### src/rtl/regfile_pkg.sv
// Shared types for the register-file dump path: address type, dump FSM states.
package regfile_pkg;

  localparam int REGFILE_ADDR_W = 5;

  typedef logic [REGFILE_ADDR_W-1:0] regaddr_t;

  typedef enum logic [1:0] {
    IDLE,
    RUN,
    DRAIN
  } dump_state_t;

endpackage : regfile_pkg

### src/rtl/regfile_dump_if.sv
// Valid/ready beat stream carrying one (address, data) pair per beat.
interface regfile_dump_if #(
  parameter int Dbits = 32
) ();

  logic                   out_valid;
  logic                   out_ready;
  regfile_pkg::regaddr_t  out_addr;
  logic [Dbits-1:0]       out_data;

  // Producer side: the dump engine.
  modport master (
    output out_valid,
    output out_addr,
    output out_data,
    input  out_ready
  );

  // Consumer side: the trace/debug sink.
  modport slave (
    input  out_valid,
    input  out_addr,
    input  out_data,
    output out_ready
  );

endinterface : regfile_dump_if

### src/rtl/regfile_dump.sv
// Sweeps register-file locations 0..Nloc-1 through a spare combinational read
// port and streams each (address, data) pair over a valid/ready handshake.
// A beat is captured only when the output slot is free, so a stalled beat
// keeps the contents it had at its capture edge even if the file is written.
module regfile_dump
  import regfile_pkg::*;
#(
  parameter int Nloc  = 32,
  parameter int Dbits = 32
) (
  input  logic              clock,
  input  logic              reset_n,
  input  logic              start,
  input  logic              abort,
  output regaddr_t          rd_addr,
  input  logic [Dbits-1:0]  rd_data,
  regfile_dump_if.master    dump,
  output logic              busy,
  output logic              done
);

  localparam regaddr_t LAST_ADDR = regaddr_t'(Nloc - 1);

  dump_state_t       state_q, state_d;
  regaddr_t          addr_q, addr_d;
  regaddr_t          oaddr_q, oaddr_d;
  logic [Dbits-1:0]  odata_q, odata_d;
  logic              ovalid_q, ovalid_d;
  logic              done_q, done_d;
  logic              slot_free;
  logic              accept;

  assign slot_free = !ovalid_q || dump.out_ready;
  assign accept    = ovalid_q && dump.out_ready;

  // Next-state, address counter and output-slot update.
  always_comb begin
    // NOTE: every output of this block is given a default first, so no path leaves one unassigned and no latch is inferred.
    state_d  = state_q;
    addr_d   = addr_q;
    oaddr_d  = oaddr_q;
    odata_d  = odata_q;
    ovalid_d = ovalid_q;
    done_d   = 1'b0;

    unique case (state_q)
      IDLE: begin
        // abort has priority over a simultaneous start
        if (start && !abort) begin
          addr_d  = '0;
          state_d = RUN;
        end
      end

      RUN: begin
        if (abort) begin
          ovalid_d = 1'b0;
          addr_d   = '0;
          state_d  = IDLE;
        end else if (slot_free) begin
          odata_d  = rd_data;
          oaddr_d  = addr_q;
          ovalid_d = 1'b1;
          if (addr_q == LAST_ADDR) begin
            state_d = DRAIN;
          end else begin
            addr_d = addr_q + 5'd1;
          end
        end
      end

      DRAIN: begin
        if (abort) begin
          ovalid_d = 1'b0;
          addr_d   = '0;
          state_d  = IDLE;
        end else if (accept) begin
          ovalid_d = 1'b0;
          done_d   = 1'b1;
          state_d  = IDLE;
        end
      end

      default: begin
        state_d  = IDLE;
        ovalid_d = 1'b0;
        addr_d   = '0;
      end
    endcase
  end

  // State register plus counter and output slot, all cleared by reset.
  always_ff @(posedge clock or negedge reset_n) begin
    if (!reset_n) begin
      state_q  <= IDLE;
      addr_q   <= '0;
      oaddr_q  <= '0;
      // NOTE: the data register is cleared as well so out_data reads 0 after reset rather than a leftover word.
      odata_q  <= '0;
      ovalid_q <= 1'b0;
      done_q   <= 1'b0;
    end else begin
      // NOTE: non-blocking assignments here so every register samples the pre-edge values computed above.
      state_q  <= state_d;
      addr_q   <= addr_d;
      oaddr_q  <= oaddr_d;
      odata_q  <= odata_d;
      ovalid_q <= ovalid_d;
      done_q   <= done_d;
    end
  end

  assign rd_addr        = addr_q;
  assign dump.out_valid = ovalid_q;
  assign dump.out_addr  = oaddr_q;
  assign dump.out_data  = odata_q;
  assign busy           = (state_q == RUN) || (state_q == DRAIN);
  assign done           = done_q;

endmodule : regfile_dump

### src/flat_wrapper.sv
// flat-port wrapper written by rule: the top's interface ports become plain ports
module regfile_dump_flat import regfile_pkg::*;
#(
  parameter int Nloc  = 32,
  parameter int Dbits = 32
)
  (clock, reset_n, start, abort, rd_addr, rd_data, busy, done, dump_out_valid, dump_out_addr, dump_out_data, dump_out_ready);
  regfile_dump_if #(.Dbits(Dbits)) dump_i ();
  input  logic clock;
  input  logic reset_n;
  input  logic start;
  input  logic abort;
  output regaddr_t rd_addr;
  input  logic [Dbits-1:0] rd_data;
  output logic busy;
  output logic done;
  output wire logic [$bits(dump_i.out_valid)-1:0] dump_out_valid;
  output wire logic [$bits(dump_i.out_addr)-1:0] dump_out_addr;
  output wire logic [$bits(dump_i.out_data)-1:0] dump_out_data;
  input wire logic [$bits(dump_i.out_ready)-1:0] dump_out_ready;
  assign dump_out_valid = dump_i.out_valid;
  assign dump_out_addr = dump_i.out_addr;
  assign dump_out_data = dump_i.out_data;
  assign dump_i.out_ready = dump_out_ready;
  regfile_dump #(.Nloc(Nloc), .Dbits(Dbits)) u_core (.clock(clock), .reset_n(reset_n), .start(start), .abort(abort), .rd_addr(rd_addr), .rd_data(rd_data), .dump(dump_i), .busy(busy), .done(done));
endmodule
### config.mk
export PLATFORM = sky130hd
export DESIGN_NAME = regfile_dump_flat
export DESIGN_NICKNAME = d
export VERILOG_FILES = /design/src/rtl/regfile_pkg.sv /design/src/rtl/regfile_dump_if.sv /design/src/rtl/regfile_dump.sv /design/src/flat_wrapper.sv
export SDC_FILE = /design/constraint.sdc
export NUM_CORES = 1
export LEC_CHECK = 0
export CORE_MARGIN = 2
export CORE_UTILIZATION = 45
export DETAILED_ROUTE_END_ITERATION = 7
export GPL_TIMING_DRIVEN = 0
export PLACE_DENSITY = 0.84
export SYNTH_ARGS = -nofsm -noshare
export SYNTH_HDL_FRONTEND = slang
export SYNTH_SLANG_ARGS = --single-unit
export TNS_END_PERCENT = 50
### constraint.sdc
create_clock -name clock -period 5.4 [get_ports clock]
set_input_delay 0.81 -clock clock [delete_from_list [all_inputs] [get_ports clock]]
set_output_delay 0.81 -clock clock [all_outputs]
set_load 0.005 [all_outputs]
Yosys cells after proc, flatten, opt, wreduce, memory -nomap -nowiden
Cells that the tools add are included.
Cells by class
  mux-type cells: 21
  reductions and logical operators: 11
  $mul: 0
  magnitude comparators: 0
  add/sub/neg operators: 1
  shift operators: 0
  div/mod/pow operators: 0
  bitwise operators: 2
  equal/unequal tests: 9
Operators with widths (number)
  2-to-1 mux 5 bit: 5
  one-hot mux 5 bit (3 select lines): 1
  2-to-1 mux 2 bit: 6
  inequality test 3 x 2 -> 1 bit (second input constant): 3
  AND reduction 4 bit: 2
  2-to-1 mux 1 bit: 7
  one-hot mux 2 bit (3 select lines): 1
  AND reduction 3 bit: 2
  adder 5 x 1 -> 5 bit (second input constant): 1
  == test 5 bit (second input constant): 1
  inequality test 3 bit (second input constant): 1
  one-hot mux 1 bit (3 select lines): 1
  == test 2 x 1 -> 1 bit (second input constant): 1
  == test 2 bit (second input constant): 1
  logical AND 1 bit: 2
  zero test 1 bit: 2
  zero test 2 bit: 1
  logical OR 1 bit: 2
  inequality test 2 x 1 -> 1 bit (second input constant): 1
  inequality test 2 bit (second input constant): 1
  NOT 1 bit: 2
Storage, ports and cells
  output and inout bits: 45
  bits in latches: 0
  word-level logic and storage cells: 50
  input port bits: 37
  bits in registers: 46
  RAM bits: 0
  ROM bits: 0
  memories: 0

Logic depth before layout (Yosys ltp)
Gate-level depths: netlist of the first run.
  depth in word-level cells: 5
  gate-level depth with buffers: 7
  gate-level depth less buffers: 7

Worst setup path after synthesis of the first run
Ideal clock, no wire load.
  path type: register to register
  start: register u_core.addr_q[0] (netlist: u_core.rd_addr[0])
  end: register u_core.addr_q[3] (netlist: u_core.rd_addr[3])
  setup time: 0.095 ns
  data arrival time: 1.761 ns
  stages on the path, launching flop included: 8
  clock period less this slack: 1.856 ns
  buffers on the path: 0
  data required time: 5.305 ns
  slack: 3.544 ns
  path through: dfrtp_1 > ha_1 > and3_1 > ha_1 > a21oi_1 > o221ai_2 > or2_1 > o31ai_1
On the way
  longest elaborated chain between the ends: 5
  elaborated cells between the ends (all ways): 8
  classes of those cells: 1 x add/sub; 2 x eq/ne; 4 x mux; 1 x reduce/logical
RTL lines
  from (decl): line regfile_dump.sv:25  | regaddr_t addr_q, addr_d;
  from (signal assigned): line regfile_dump.sv:105  | addr_q <= addr_d;
  adder 5 x 1 -> 5 bit: line regfile_dump.sv:67  | addr_d = addr_q + 5'd1;
  2-to-1 mux 5 bit: line regfile_dump.sv:64  | if (addr_q == LAST_ADDR) begin
  2-to-1 mux 5 bit: line regfile_dump.sv:60  | end else if (slot_free) begin
  2-to-1 mux 5 bit: line regfile_dump.sv:56  | if (abort) begin
  one-hot mux 5 bit (3 select lines): line regfile_dump.sv:46  | unique case (state_q)
Parallel ways exist; a longest one is shown, timed or not. The select of a mux whose other input is x is not followed.
A chain may end at the register's enable or synchronous reset.

Final worst setup path of the first run
  start: register u_core.state_q[0]
  end: output port busy
On the way
  longest elaborated chain between the ends: 2
  elaborated cells between the ends (all ways): 3
  classes of those cells: 2 x eq/ne; 1 x reduce/logical
RTL lines
  from (decl): line regfile_dump.sv:24  | dump_state_t state_q, state_d;
  from (signal assigned): line regfile_dump.sv:104  | state_q <= state_d;
  == test 2 x 1 -> 1 bit / == test 2 bit (equally long branches): line regfile_dump.sv:117  | assign busy = (state_q == RUN) || (state_q == DRAIN);
  logical OR 1 bit *: line regfile_dump.sv:117
  to (decl): line flat_wrapper.sv:15  | output logic busy;
Mark *: on every way between the ends. The rest lies on a longest branch, timed or not.

==> summary.md, run 1 <==
| Metric | Value |
|---|---|
| Top sig layer | `met4` |
| Synthesized net count | `172` |
| Critical path data required time | `4.59 ns` |
| Synth cell types | `29` |
| Worst IR drop on VDD | `0.0003145 V` |
| DIE WIDTH | `69.35 um` |
| Critical path startpoint | `u_core.state_q[0]$_DFFE_PN0P_` |
| Pwr Density | `489.3 nW/um^2` |
| Synthesis-stage register bit count | `46` |
| Initial Utilization | `47.36%` |
| WP data arrival | `1.50 ns` |
| Final count of pins violating max slew | `0` |
| Layout Skew | `0.003618 ns` |
| Vias in the first global route | `1463` |
| Worst R2R Setup Slack | `3.33 ns` |
| Final hold vios | `0` |
| Core Area | `4058 sq um` |
| Fin nets | `261` |
| IO Count | `82` |
| Post-Synth Simple-Gate Area | `5.990%` |
| Reg-to-Reg Start | `u_core.rd_addr[0]$_DFFE_PN0P_` |
| Cell Area, Synth | `1922 sq um` |
| Crit Path Class | `register to output port` |
| First-pass GRT wire length | `7134 um` |
| Antenna Cells | `0` |
| DRT Wirelength | `4294 um` |
| Slowest stage delay, CP | `0.49 ns` |
| Clock root cell | `clkbuf_8` |
| Largest family of logic cells by synthesized area | `multiplexers` |
| Die H | `69.35 um` |
| Post-DRT Antenna Nets | `0` |
| Top delay family on crit path | `buffers and inverters` |
| Period utilization | `42.84%` |
| RR Endpoint | `u_core.rd_addr[3]$_DFFE_PN0P_` |
| Sequential area share after synthesis | `59.90%` |
| Max-slew headroom | `64.33%` |
| R2R cell count | `7` |
| Initial antenna violation count | `0` |
| GPL Wtd Cong | `0.9098` |
| Clock slew seen by the registers of the worst setup and hold paths | `0.08 ns` |
| Met1 WL | `1655 um` |
| CP cell instances | `inv_1 > ha_1 > clkdlybuf4s50_1` |
| Total power | `1.423 mW` |
| Syn Inst Count | `130` |
| Synth Area in XOR/XNOR | `0%` |
| WHS | `0.4893 ns` |
| Adder-Cell Fraction of Synth Area | `3.255%` |
| YS warnings | `0` |
| H-tree depth | `2` |
| Met2 wire length | `2182 um` |
| Layout area overhead | `51.37%` |
| CTS tree | `built` |
| Clk sinks | `46` |
| RSZ-0062 raised after global routing | `no` |
| Commonest non-fill, non-tap cells in the layout | `80 x clkdlybuf4s50_1, 46 x dfrtp_1, 37 x mux2_2` |
| Leak pwr | `1.233 nW` |
| Die area | `4809 sq um` |
| Drc violations | `0` |
| Worst hold path type | `input pin to async pin` |
| Period minus WS final | `2.313 ns` |
| Crit path max-delay cell type | `clkdlybuf4s50_1` |
| Worst-case clock buffer depth | `2` |
| DRT iter0 DRCs | `43` |
| All-layer global routing usage | `19.01%` |
| Pin count of the biggest net entering global routing | `26` |
| Max FO, Critical Path | `3` |
| Post-CTS Resized | `0` |
| Drt via density | `5.130` |
| Element type at the critical path end | `output port` |
| CTS Buf Count | `5` |
| Status | `finished clean` |
| Mux share of post-synthesis cell area | `22.20%` |
| Critical path buffers and inverters | `2` |
| Port bufs | `81` |
| Critical Path End | `busy` |
| Post-DP HPWL | `3349 um` |
| Final setup vio count | `0` |
| Worst Tran Pin Value | `0.5350 ns` |
| Startpoint Class | `register` |
| CP Depth | `3` |
| Commonest non-fill, non-tap cell in the layout | `clkdlybuf4s50_1` |
| Setup TNS | `0 ns` |
| Pre-Repair DR Iteration Count | `4` |
| Avg WL per Cell | `15.90 um` |
| Row count | `23` |
| Worst skew pair latency | `0.29 ns` |
| Routed length on met3 | `359 um` |
| Compound-gate portion of the synthesized area | `6.120%` |
| Post-CTS Hold Fix Bufs | `0` |
| Post-CTS Setup Bufs | `0` |
| Max-Cap Viols | `0` |
| Max Clk Rate | `0.4323 GHz` |
| Vias | `1385` |
| Total gr overflow | `0` |
| Layout cell share with drive strength beyond 1 | `24.55%` |
| Synth Area per Inst | `14.78 sq um` |
## flip-flops by register name, indices dropped and copies added (netlist names)
| signal | count |
|---|---|
| u_core.dump.out_valid | 1 |
| u_core.dump.out_addr | 5 |
| u_core.rd_addr | 5 |
| u_core.dump.out_data | 32 |
| u_core.state_q | 2 |
| u_core.done | 1 |
## kinds of logic (layout without fill, tap and decap cells)
group	count (synthesis)	count (layout)
compound gates	16	16
mux	38	38
flops	46	46
simple gates	18	18
buf+inv	7	97
fa+ha+maj	5	5
## final cells by class
type                       instances  area [sq um]
tap                               50         62.56
multi-input combinational         77         721.9
sequential                        46          1151
fill                             277          1149
clock buffer                       7         86.33
inverter                           4         15.01
clock inverter                     1         5.005
timing repair buffer              82         833.3
buffer                             3         33.78
## metrics by stage
step	cell area, sq um	utilization (%)	instances	worst slack [ns]
after CTS	2909	71.69	270	3.059
after floorplan	1922	-	130	3.544
after detailed placement	2818	69.44	262	2.794
final	2909	71.69	270	3.087
after global routing	2909	71.69	270	3.006
after global placement	2795	68.89	261	2.401
## power by group
group	internal (mW)	switching, mW	total [mW]
clock	0.103	0.106	0.209
combinational	0.432	0.208	0.640
sequential	0.488	0.0857	0.574
## cell usage after synthesis
library cell,count,area (sq um)
a21boi_0,1,7.510
a21oi_1,1,5.000
a21oi_4,1,16.27
a31o_2,1,8.760
a31oi_1,2,12.51
and2_1,1,6.260
and2b_1,1,7.510
and3_1,1,6.260
buf_6,3,33.78
dfrtp_1,46,1151
ha_1,5,62.56
inv_1,4,15.01
mux2_2,37,416.7
mux2i_1,1,10.01
nand2_1,6,22.52
nand2b_1,1,6.260
nand2b_4,1,13.76
nand3_1,1,5.000
nand3b_1,1,7.510
nand4bb_2,1,16.27
nor2_1,1,3.750
nor2b_1,1,6.260
nor3b_1,1,7.510
o211ai_1,1,7.510
o21a_1,1,7.510
o21ai_0,6,30.03
o221ai_2,1,15.01
o31ai_1,1,7.510
or2_1,1,6.260
## how the worst min path moves through the flow
| stage | startpoint | end | slack, ns | cells after the start |
|---|---|---|---|---|
| 6_report | reset_n | u_core.dump.out_data[29]$_DFFE_PN0P_ | 0.49 | 1 |
| 5_1_grt | reset_n | u_core.state_q[1]$_DFFE_PN0P_ | 0.50 | 1 |
| 4_1_cts | reset_n | u_core.dump.out_data[29]$_DFFE_PN0P_ | 0.49 | 1 |
| 3_5_place_dp | u_core.dump.out_addr[4]$_DFFE_PN0P_ | u_core.dump.out_addr[4]$_DFFE_PN0P_ | 0.50 | 1 |
| 3_3_place_gp | u_core.dump.out_data[8]$_DFFE_PN0P_ | u_core.dump.out_data[8]$_DFFE_PN0P_ | 0.49 | 1 |
| 2_1_floorplan | u_core.rd_addr[3]$_DFFE_PN0P_ | u_core.rd_addr[3]$_DFFE_PN0P_ | 0.50 | 1 |
## metal layers
metal  global-route usage (%)  up-vias
met5                        0        -
met4                    6.754        0
met3                    8.140       10
met2                    32.05       58
met1                    21.49      682
li1                         -      635
## worst reg2reg max path: stages, from the launching register on
cell and delay, ns:
dfrtp_1 0.43, ha_1 0.25, and3_1 0.19, ha_1 0.21, a21oi_1 0.22, o221ai_2 0.21, or2_1 0.29, o31ai_1 0.19
(Power assumes the default switching activity.)
==> run 2: changes to the inputs <==
Settings changed: CORE_UTILIZATION 45 to 38, PLACE_DENSITY 0.84 to 0.76.
Clock period 5.4 ns to 1.85 ns, I/O delays scaled along.
==> summary.md, run 2 (synthesis results as in run 1) <==
| Metric | Value |
|---|---|
| Status | `finished clean` |
| Final count of pins violating max slew | `0 (unchanged)` |
| Switching fraction of total power | `27.22% (-0.83 points)` |
| Sequential cell area | `1151 sq um (unchanged)` |
| DRT iter0 DRCs | `28 (-35%)` |
| Total power | `4.335 mW (+200%)` |
| DRT Wirelength | `4113 um (-4.2%)` |
| Max-slew headroom | `82.40% (+18 points)` |
| Crit path max-delay cell type | `dfrtp_1` |
| CTS Buf Count | `5 (unchanged)` |
| Initial antenna violation count | `0 (unchanged)` |
| Period utilization | `94.26%` |
| Layout Skew | `0.009507 ns (+0.005889 ns)` |
| Fin nets | `268 (+2.7%)` |
| Period minus WS final | `1.744 ns` |
| IO Count | `82 (unchanged)` |
| Combinational power share | `45.3% (+0.3 points)` |
| Final setup vio count | `0 (unchanged)` |
| NetSw | `1.180 mW (+200%)` |
| Drt via density | `4.660 (-9.2%)` |
| RR Endpoint | `u_core.rd_addr[3]$_DFFE_PN0P_` |
| First-pass GRT wire length | `6389 um (-10%)` |
| Commonest non-fill, non-tap cell in the layout | `clkdlybuf4s50_1` |
| CP cell instances | `ha_2 > and3_1 > ha_2 > a21oi_2 > o221ai_2 > or2_4 > o31ai_1` |
| Worst Tran Pin Value | `0.2633 ns (-0.2717 ns)` |
| Max reg flops | `32 (unchanged)` |
| Area of the multi-input gates | `735.7 sq um (+1.9%)` |
| Slowest stage delay, CP | `0.39 ns (-0.10 ns)` |
| Clock slew seen by the registers of the worst setup and hold paths | `0.09 ns (about the same)` |
| Post-DP HPWL | `3010 um (-10%)` |
| Worst-case clock buffer depth | `2 (unchanged)` |
| RSZ-0062 raised after global routing | `no` |
| Max Clk Rate | `0.5734 GHz` |
| Worst hold path type | `input pin to async pin` |
| Row count | `25 (+8.7%)` |
| Max-Cap Viols | `0 (unchanged)` |
| Element type at the critical path end | `register` |
| Total gr overflow | `0 (unchanged)` |
| Placed Cells | `279 (+6.5%)` |
| Die area | `5642 sq um (+17%)` |
| Antenna Cells | `0 (unchanged)` |
| Core Area | `4786 sq um (+18%)` |
| Non-filler instance count after layout | `294 (+8.9%)` |
| Clk sinks | `46 (unchanged)` |
| Leak pwr | `1.273 nW (+3.2%)` |
| WP data arrival | `1.95 ns (+0.45 ns)` |
| Initial Utilization | `40.16% (-7.2 points)` |
| R2R cell count | `7 (unchanged)` |
| Commonest non-fill, non-tap cells in the layout | `79 x clkdlybuf4s50_1, 46 x dfrtp_1, 37 x mux2_2` |
| Vias | `1370 (-1.1%)` |
| Worst R2R Setup Slack | `0.11 ns (-3.22 ns)` |
| Crit Path Class | `register to register` |
| Layout cell share with drive strength beyond 1 | `28.63% (+4.1 points)` |
| Post-DRT Antenna Nets | `0 (unchanged)` |
| Fill cell count | `389 (+40%)` |
| Pin count of the biggest net entering global routing | `40 (+54%)` |
| CTS tree | `built` |
| Layout area overhead | `56.77%` |
| Pint | `3.155 mW (+210%)` |
| Avg WL per Cell | `13.99 um (-12%)` |
| Die H | `75.12 um (+8.3%)` |
| Worst IR drop on VDD | `0.0009591 V (+200%)` |
| Top cell by count, worst path | `ha_2` |
| Clock root cell | `clkbuf_8` |
| Pre-Repair DR Iteration Count | `4 (unchanged)` |
| Final hold vios | `0 (unchanged)` |
| H-tree depth | `2 (unchanged)` |
| DIE WIDTH | `75.12 um (+8.3%)` |
| Pwr Density | `1439 nW/um^2 (+190%)` |
| Port bufs | `81 (unchanged)` |
| Vias in the first global route | `1324 (-9.5%)` |
| Drc violations | `0 (unchanged)` |
| Clk pwr share | `17.1% (+2.4 points)` |
| GPL Wtd Cong | `0.7169 (-21%)` |
| All-layer global routing usage | `15.56% (-3.4 points)` |
| Setup TNS | `0 ns (unchanged)` |
| Reg power frac | `37.6% (-2.7 points)` |
| Reg-to-Reg Start | `u_core.rd_addr[0]$_DFFE_PN0P_` |
| Critical path data required time | `2.06 ns (-2.53 ns)` |
| Max FO, Critical Path | `4 (+1)` |
| Worst skew pair latency | `0.30 ns (about the same)` |
| Startpoint Class | `register` |
[run 2: worst max path at each step]
stage | from | to | slack [ns] | cells after the start
finish | u_core.rd_addr[0]$_DFFE_PN0P_ | u_core.rd_addr[3]$_DFFE_PN0P_ | 0.11 | 7
global route | u_core.state_q[1]$_DFFE_PN0P_ | u_core.dump.out_data[10]$_DFFE_PN0P_ | 0.003 | 6
CTS | u_core.rd_addr[0]$_DFFE_PN0P_ | u_core.rd_addr[2]$_DFFE_PN0P_ | 0.0004 | 7
detailed placement | abort | u_core.dump.out_data[26]$_DFFE_PN0P_ | -0.22 | 5
global placement | reset_n | u_core.dump.out_data[23]$_DFFE_PN0P_ | -0.84 | 1
floorplan | u_core.rd_addr[0]$_DFFE_PN0P_ | u_core.rd_addr[3]$_DFFE_PN0P_ | 0.01 | 7
[run 2: layer usage]
metal	vias up	global-route usage [%]	share of wire, %
met3	5	7.095	8.8
met5	-	0	0
li1	652	-	-
met4	0	5.952	1.5
met1	661	20.12	41
met2	52	22.90	48
[run 2: repair_timing]
| item | in CTS | in global routing |
|---|---|---|
| hold endpoints to repair | 7 | 0 |
| gates resized for setup | 2 | 6 |
| pin swaps | 2 | 3 |
| hold buffers | 1 | 0 |
| setup buffers | 5 | 1 |
| setup endpoints to repair | 33 | 41 |
[run 2: final cells by class]
cell class / count / area share (%)
Buffer: 3 / 1.121
Clock buffer: 6 / 2.409
Clock inverter: 2 / 1.246
Inverter: 4 / 0.4983
Multi-Input combinational cell: 77 / 24.42
Sequential cell: 46 / 38.21
Tap cell: 67 / 2.782
Timing Repair Buffer: 89 / 29.32
[run 2: critical path: cells and delay by family (launching register included)]
kind | cells | cell delay, ns
and+or+nand+nor | 2 | 0.45
AOI/OAI and AO/OA | 3 | 0.44
DFF | 1 | 0.39
adders and majority gates | 2 | 0.38
[run 2: stage by stage]
step / hold WS (ns) / util (%) / setup WS [ns] / cell area (sq um)
6_report: 0.3464 / 62.95 / 0.1061 / 3013
5_1_grt: 0.3709 / 62.95 / 0.003162 / 3013
4_1_cts: 0.3401 / 62.59 / 0.0003977 / 2995
3_5_place_dp: 0.1450 / 59.16 / -0.2248 / 2831
3_3_place_gp: 0.4878 / 58.85 / -0.8417 / 2816
2_1_floorplan: -0.01809 / - / 0.01407 / 1922
[run 2: power by group through the flow]
stage,Combinational [mW],Sequential [mW],Clock [mW]
after floorplan,0.751,1.70,0
after global placement,1.86,1.65,0
after detailed placement,1.88,1.67,0
after CTS,1.97,1.63,0.764
after global routing,2.14,1.69,0.807
final,1.96,1.63,0.740
==> run 3: changes to the inputs <==
Settings changed: CELL_PAD_IN_SITES_DETAIL_PLACEMENT from default to 1, CELL_PAD_IN_SITES_GLOBAL_PLACEMENT from default to 1, CORE_UTILIZATION 38 to 30, HOLD_SLACK_MARGIN from default to 0.06, PLACE_DENSITY 0.76 to default, PLACE_DENSITY_LB_ADDON from default to 0.1.
==> summary.md, run 3 (synthesis results as in run 1) <==
| Metric | Value |
|---|---|
| Status | `finished clean` |
| Total power | `4.364 mW (+0.65%)` |
| Post-DP HPWL | `3569 um (+19%)` |
| Period minus WS final | `1.787 ns (+0.04274 ns)` |
| Final hold vios | `0 (unchanged)` |
| WHS | `0.4961 ns (+0.1496 ns)` |
| All-layer global routing usage | `14.01% (-1.5 points)` |
| Drt via density | `4.621 (-0.84%)` |
| Slowest stage delay, CP | `0.49 ns (+0.10 ns)` |
| Initial Utilization | `30.62% (-9.5 points)` |
| Worst Tran Pin Value | `0.5144 ns (+0.2511 ns)` |
| Total gr overflow | `0 (unchanged)` |
| Drc violations | `0 (unchanged)` |
| Commonest non-fill, non-tap cells in the layout | `80 x clkdlybuf4s50_1, 46 x dfrtp_1, 37 x mux2_2` |
| Worst IR drop on VDD | `0.0005379 V (-44%)` |
| RSZ-0062 raised after global routing | `yes` |
| Vias in the first global route | `1543 (+17%)` |
| Pre-Repair DR Iteration Count | `2 (-2)` |
| Clock slew seen by the registers of the worst setup and hold paths | `0.08 ns (about the same)` |
| First-pass GRT wire length | `7941 um (+24%)` |
| Crit Path Class | `register to output port` |
| Worst-case clock buffer depth | `2 (unchanged)` |
| Setup TNS | `0 ns (unchanged)` |
| Initial antenna violation count | `0 (unchanged)` |
| Clk sinks | `46 (unchanged)` |
| Max FO, Critical Path | `3 (-1)` |
| Final count of pins violating max slew | `0 (unchanged)` |
| Worst hold path type | `input pin to async pin` |
| Pin count of the biggest net entering global routing | `27 (-33%)` |
| Element type at the critical path end | `output port` |
| Max-slew headroom | `65.71% (-17 points)` |
| DRT Wirelength | `4693 um (+14%)` |
| Avg WL per Cell | `15.34 um (+9.6%)` |
| Fill cell count | `641 (+65%)` |
| Antenna Cells | `0 (unchanged)` |
| GPL Wtd Cong | `0.8188 (+14%)` |
| IO Count | `82 (unchanged)` |
| Final setup vio count | `0 (unchanged)` |
| Layout cell share with drive strength beyond 1 | `29.26% (+0.62 points)` |
| Layout Skew | `0.005160 ns (-0.004346 ns)` |
| Port bufs | `81 (unchanged)` |
| Critical path data required time | `1.57 ns (-0.49 ns)` |
| Max reg flops | `32 (unchanged)` |
| Commonest non-fill, non-tap cell in the layout | `clkdlybuf4s50_1` |
| Core Area | `6277 sq um (+31%)` |
| Non-filler instance count after layout | `306 (+4.1%)` |
| CP cell instances | `inv_1 > ha_1 > clkdlybuf4s50_1` |
| Max-Cap Viols | `0 (unchanged)` |
| CTS tree | `built` |
| CTS Buf Count | `5 (unchanged)` |
| Fin nets | `270 (+0.75%)` |
| Placed Cells | `289 (+3.6%)` |
| Layout area overhead | `59.11%` |
| Die area | `7063 sq um (+25%)` |
| Crit path max-delay cell type | `clkdlybuf4s50_1` |
| Leak pwr | `1.273 nW (about the same)` |
| DIE WIDTH | `84.04 um (+12%)` |
| Clock root cell | `clkbuf_8` |
| Vias | `1414 (+3.2%)` |
| Period utilization | `96.57% (+2.3 points)` |
| Die H | `84.04 um (+12%)` |
| DRT iter0 DRCs | `21 (-25%)` |
| WP data arrival | `1.51 ns (-0.44 ns)` |
| H-tree depth | `2 (unchanged)` |
| Post-DRT Antenna Nets | `0 (unchanged)` |
| Worst skew pair latency | `0.29 ns (about the same)` |
| Max Clk Rate | `0.5597 GHz (-2.4%)` |
| Pwr Density | `1427 nW/um^2 (-0.83%)` |
| Startpoint Class | `register` |
| Row count | `29 (+16%)` |
==> run 3: final cells by class <==
class / count / area [sq um] / area share [%]
flip-flops and latches: 46 / 1151 / 37.64
repair buffers: 91 / 895.9 / 29.30
multi-input cells: 77 / 755.7 / 24.71
well taps: 77 / 96.34 / 3.151
clock buffers: 6 / 72.57 / 2.373
clock inverters: 2 / 37.54 / 1.227
plain buffers: 3 / 33.78 / 1.105
inverters: 4 / 15.01 / 0.4910
==> run 3: worst max-delay path, delay by kind of cell, from the launching register on <==
kind | cells | cell delay, ns
DFF | 1 | 0.38
adders and majority gates | 1 | 0.27
buffers and inverters | 2 | 0.57
==> run 3: path summary, 6_finish.rpt <==
path / start / end / slack [ns] / cells after the start
worst min-delay path: reset_n / u_core.dump.out_data[20]$_DFFE_PN0P_ / 0.50 / 2
worst min register to register: u_core.dump.out_data[23]$_DFFE_PN0P_ / u_core.dump.out_data[23]$_DFFE_PN0P_ / 0.51 / 1
worst max-delay path: u_core.state_q[1]$_DFFE_PN0P_ / busy / 0.06 / 3
max in group asynchronous: reset_n / u_core.dump.out_data[9]$_DFFE_PN0P_ / 0.84 / 3
worst max register to register: u_core.rd_addr[0]$_DFFE_PN0P_ / u_core.rd_addr[3]$_DFFE_PN0P_ / 0.08 / 7
min in group clock: u_core.dump.out_data[23]$_DFFE_PN0P_ / u_core.dump.out_data[23]$_DFFE_PN0P_ / 0.51 / 1
==> run 3: through the flow <==
| step | area (sq um) | utilization (%) | setup WS [ns] |
|---|---|---|---|
| after floorplan | 1922 | - | 0.01407 |
| after global placement | 2829 | 45.07 | -0.7618 |
| after detailed placement | 2844 | 45.31 | -0.2541 |
| after CTS | 3013 | 48.00 | -0.004010 |
| after global routing | 3058 | 48.71 | -0.02153 |
| final | 3058 | 48.71 | 0.06338 |
==> run 3: per-layer routing <==
layer	part of all wire (%)	routed length, um	GRT usage, %
met5	0	0	0
met3	4.9	228	3.956
met4	1.0	48	3.519
met1	42	1975	17.43
met2	52	2440	23.95
==> run 3: where the power goes <==
part | total, mW | internal (mW) | switching, mW
logic | 1.98 | 1.34 | 0.638
clock network | 0.734 | 0.403 | 0.331
registers | 1.65 | 1.42 | 0.226
total | 4.36 | 3.17 | 1.19
==> run 3: repair_timing <==
action,CTS,global route
endpoints found under the hold margin,20,0
gates resized for setup,4,4
buffers inserted,5,3
pin swaps,3,3
hold buffers,1,0
setup endpoints to repair,35,16
